<file path="src/rtl/gdp_summation.sv">
`default_nettype none
// ============================================================================
//  Module      : gdp_summation
//  Description : Iterative sum(1..n) engine. A five-state control FSM
//                (IDLE, LOAD, TEST, ADD, DONE) sequences a datapath of three
//                WIDTH-bit registers (nreg, cnt, sum). One addition is done
//                per TEST/ADD pair, so a result is ready 2n+2 edges after
//                start is accepted. The block parks in DONE until restart.
//                Compile-time option GDP_SATURATE_EN: clamp sum at
//                2^WIDTH-1 instead of wrapping modulo 2^WIDTH.
//  Revision    : 1.0  initial release
// ============================================================================
module gdp_summation #(
    parameter int WIDTH = 8
) (
    input  logic             clock,
    input  logic             restart,
    input  logic             start,
    input  logic [WIDTH-1:0] n_in,
    output logic [WIDTH-1:0] runSum,
    output logic             done
);

    typedef enum logic [2:0] {
        IDLE = 3'd0,
        LOAD = 3'd1,
        TEST = 3'd2,
        ADD  = 3'd3,
        DONE = 3'd4
    } state_t;

    localparam logic [WIDTH-1:0] ONE = {{(WIDTH-1){1'b0}}, 1'b1};

    state_t           state;
    state_t           state_next;
    logic [WIDTH-1:0] nreg;
    logic [WIDTH-1:0] cnt;
    logic [WIDTH-1:0] sum;
    logic [WIDTH-1:0] sum_next;

`ifdef GDP_SATURATE_EN
    logic [WIDTH:0]   sum_wide;

    // Widened add; a carry out means the true sum no longer fits, so clamp.
    // Once clamped, every later add carries too, keeping sum at the ceiling.
    always_comb begin
        sum_wide = {1'b0, sum} + {1'b0, cnt};
        sum_next = sum_wide[WIDTH] ? {WIDTH{1'b1}} : sum_wide[WIDTH-1:0];
    end
`else
    // Plain modulo-2^WIDTH accumulation.
    always_comb begin
        sum_next = sum + cnt;
    end
`endif

    // State register; restart forces IDLE without waiting for an edge.
    always_ff @(posedge clock or posedge restart) begin
        if (restart) begin
            state <= IDLE;
        end else begin
            state <= state_next;
        end
    end

    // Next-state decode; DONE is terminal until restart.
    always_comb begin
        state_next = state;
        case (state)
            IDLE:    state_next = start ? LOAD : IDLE;
            LOAD:    state_next = TEST;
            TEST:    state_next = (cnt == '0) ? DONE : ADD;
            ADD:     state_next = TEST;
            DONE:    state_next = DONE;
            default: state_next = IDLE;
        endcase
    end

    // Datapath registers, updated according to the current control state.
    always_ff @(posedge clock or posedge restart) begin
        if (restart) begin
            nreg <= '0;
            cnt  <= '0;
            sum  <= '0;
        end else begin
            case (state)
                IDLE: begin
                    if (start) begin
                        nreg <= n_in;
                    end
                end
                LOAD: begin
                    sum <= '0;
                    cnt <= nreg;
                end
                ADD: begin
                    sum <= sum_next;
                    cnt <= cnt - ONE;
                end
                default: begin
                end
            endcase
        end
    end

    assign runSum = sum;
    assign done   = (state == DONE);

endmodule
`default_nettype wire

</file>
<file path="config.mk">
export PLATFORM = sky130hd
export DESIGN_NAME = gdp_summation
export DESIGN_NICKNAME = d
export VERILOG_FILES = /design/src/rtl/gdp_summation.sv
export SDC_FILE = /design/constraint.sdc
export NUM_CORES = 1
export LEC_CHECK = 0
export ABC_AREA = 1
export BUFFER_PORTS_ARGS = -buffer_cell sky130_fd_sc_hd__buf_2
export CAP_MARGIN = 20
export CORE_ASPECT_RATIO = 0.75
export CORE_MARGIN = 3
export CORE_UTILIZATION = 51
export DETAILED_ROUTE_END_ITERATION = 12
export PLACE_DENSITY = 0.74
export REMOVE_ABC_BUFFERS = 1
export SYNTH_ARGS = -nofsm -noshare
export SYNTH_HDL_FRONTEND = slang
export SYNTH_SLANG_ARGS = --single-unit
</file>
<file path="constraint.sdc">
create_clock -name clock -period 1.6 [get_ports clock]
set_input_delay 0.16 -clock clock [delete_from_list [all_inputs] [get_ports clock]]
set_output_delay 0.16 -clock clock [all_outputs]
set_load 0.005 [all_outputs]
</file>
==> flow_summary_export.csv <==
group,metric,value,unit
status,status,"finished, final reports clean",
critical_path,ff2ff_setup_slack,40,ps
drt,topRoutingLayerUsed,"met4",
critical_path,worst-path-buf-inv,0,
clock_network,cts_tree,"yes",
placed_design,port_buffers,19,
synth,synth_top_cell_by_area,"dfrtp_1",
drt,wl_met2,1590,µm
placed_design,place_ws,-41.3,ps
placed_design,hpwl,2470,µm
drt,ant_nets,0,
placed_design,placedCellCount,251,
critical_path,crit_required,1770,ps
clock_network,insertion_delay,270,ps
sta,grt_setup_unrepaired,"yes",
clock_network,htreeDepth,1,
synth,synth_area_per_cell,8.23,µm²
clock_network,cts_sinks,27,
power_and_ir_drop,irDropWorstVdd,458,µV
synth,ys_seq_area_frac,0.430,
critical_path,critical-path-top-delay-family,"adder cells",
sta,timing.fmax,640,MHz
synth,yosysUniqueCellTypes,28,
finish,drive_gt1_frac,0.264,
synth,netlist.area_leader.share,0.430,
global_routing,antenna_found_initial,0,
power_and_ir_drop,leakage,1.07,nW
synth,synth_warnings,0,
drt,vias,1333,
drt,drt-total-wl,3360,µm
finish,layout_common_cells,"nand2_1 (46), dfrtp_1 (26), inv_1 (24)",
finish,final_area,1850,µm²
sta,setup_viol,0,
sta,relSlewSlack,0.769,
finish,final_core_util,0.670,
global_routing,grt_max_degree,28,
drt,drtIter0Drc,74,
finish,layout_commonest_cell,"nand2_1",
critical_path,cp_slowest_cell,"fa_2",
critical_path,start_kind,"flip-flop",
finish,area_growth,17.7,%
sta,clock_skew,0.870,ps
synth,synth_cells,191,
critical_path,end_kind,"flip-flop",
drt,wl_met3,143,µm
sta,hold_viol_final,0,
synth,synth.cell_area,1570,µm²
die,num_io_pins,20,
die,die_h,54.1,µm
global_routing,grt_pass1_vias,1216,
clock_network,root_buffer,"clkbuf_8",
finish,finalNetCount,241,
sta,slew_violations,0,
finish,antenna_cells,0,
drt,drc,0,
clock_network,cts.path.max_buffers,2,
die,die_w,70.1,µm
critical_path,arrival,1730,ps
sta,final.period_utilization,0.977,
drt,firstDrtPassIters,4,
global_routing,grt_usage,0.186,
synth,ys_ff_latch,27,
critical_path,crit_chain,"ha_2 -> fa_2 -> or2_4 -> a32o_1",
die,core_area,2760,µm²
placed_design,placed_area,1750,µm²
die,start_util,0.569,
worst_hold_path,hold_path.class,"in -> reg",
clock_network,post-cts-setup-buffers,0,
drt,wl_per_cell,13.1,µm
critical_path,crit_fanout,2,
sta,fin_crit,1560,ps
placed_design,gp_congestion,0.872,
synth,ys_top_cells_by_area,"dfrtp_1 (43%), nand2_1 (12%), ha_1 (6.4%), inv_1 (6.0%), nand3_1 (5.7%)",
sta,worstMarginPinSlew,346,ps
clock_network,cts_made_buffers,3,
sta,fin_ws,36.5,ps
drt,drt-met1-wl,1600,µm
clock_network,path_clk_slew,90,ps
finish,instances_no_fill,256,
die,die_area,3790,µm²
drt,via_per_inst,5.21,
global_routing,grt_pass1_wl,5500,µm
die,rows,16,
critical_path,critPathMaxStageDelay,410,ps
flow_run,maxCapViolations,0,
global_routing,grt_overflow,0,
critical_path,critical_path_class,"reg -> reg",
power_and_ir_drop,fin_total_pwr,1.10,mW
power_and_ir_drop,power.density,594,nW/µm²
## flip-flops by register name, indices dropped and copies added, names as in the netlist
name / count
state: 3
cnt: 8
runSum: 8
nreg: 8
## path summary, 6_finish.rpt
path,from,cells after the start,end
worst max-delay path,cnt[0]$_DFFE_PP0P_,4,runSum[2]$_DFFE_PP0P_
worst min-delay path,n_in[7],2,nreg[7]$_DFFE_PP0P_
worst max register to register,cnt[0]$_DFFE_PP0P_,4,runSum[2]$_DFFE_PP0P_
worst min register to register,nreg[2]$_DFFE_PP0P_,1,nreg[2]$_DFFE_PP0P_
max in group asynchronous,restart,4,cnt[5]$_DFFE_PP0P_
min in group asynchronous,restart,4,nreg[3]$_DFFE_PP0P_
## layout make-up
class | count | area, µm²
tap | 36 | 45.0
timing repair buffer | 28 | 169
sequential | 27 | 677
fill | 224 | 911
clock buffer | 4 | 45.0
multi-input combinational | 134 | 815
inverter | 27 | 101
## logic make-up after synthesis
kind of cell | Yosys count | share of synthesized area
buffers and inverters | 30 | 0.0796
flip-flops | 27 | 0.430
AND/OR/NAND/NOR | 90 | 0.255
XOR/XNOR | 1 | 0.00557
multiplexers | 8 | 0.0573
adder cells (fa/ha/maj) | 9 | 0.0764
AO/OA/AOI/OAI | 26 | 0.0971
## timing repair
action	CTS	global route
hold buffers	1	0
endpoints found under the setup margin	1	5
endpoints found under the hold margin	27	0
gates resized for setup	2	15
pin swaps	0	7
## worst register-to-register path, cell delays in order, from the launching register on
cell	delay (ps)
dfrtp_1	400
ha_2	210
fa_2	410
or2_4	230
a32o_1	220
## synth_stat cells
cell type and count:
o21ai_1 3, mux2_2 8, nor2_2 1, a22o_1 2, nor3_1 3, inv_2 2, buf_6 1, nand3_4 1
a21oi_1 3, buf_4 1, xor2_1 1, inv_1 25, nand3_1 18, o21ai_0 12, nor2_4 1, nand2_4 1
o22ai_1 1, nor2_1 14, nand2_1 49, o211ai_1 3, a31oi_1 1, or2_2 1, ha_1 8, a32o_1 1
nand4_1 1, fa_1 1, dfrtp_1 27, buf_2 1
## metal layers
metal / GRT usage / vias to the layer above
li1: - / 684
met1: 0.244 / 615
met2: 0.318 / 30
met3: 0.0448 / 4
met4: 0.0382 / 0
met5: 0 / -
## stage by stage
stage               hold slack [ps]  TNS, ps
floorplan                       213    -62.1
global placement                231        0
detailed placement              240    -41.3
CTS                             106        0
global route                    105    -70.6
finish                          112        0
## power breakdown
part	switching [mW]	internal, mW	total [mW]	leakage, nW
sequential	0	0.682	0.682	0.371
combinational	0.0169	0.0120	0.0289	0.678
clock	0.211	0.179	0.390	0.0228
Power figures use the tool's default switching activity.
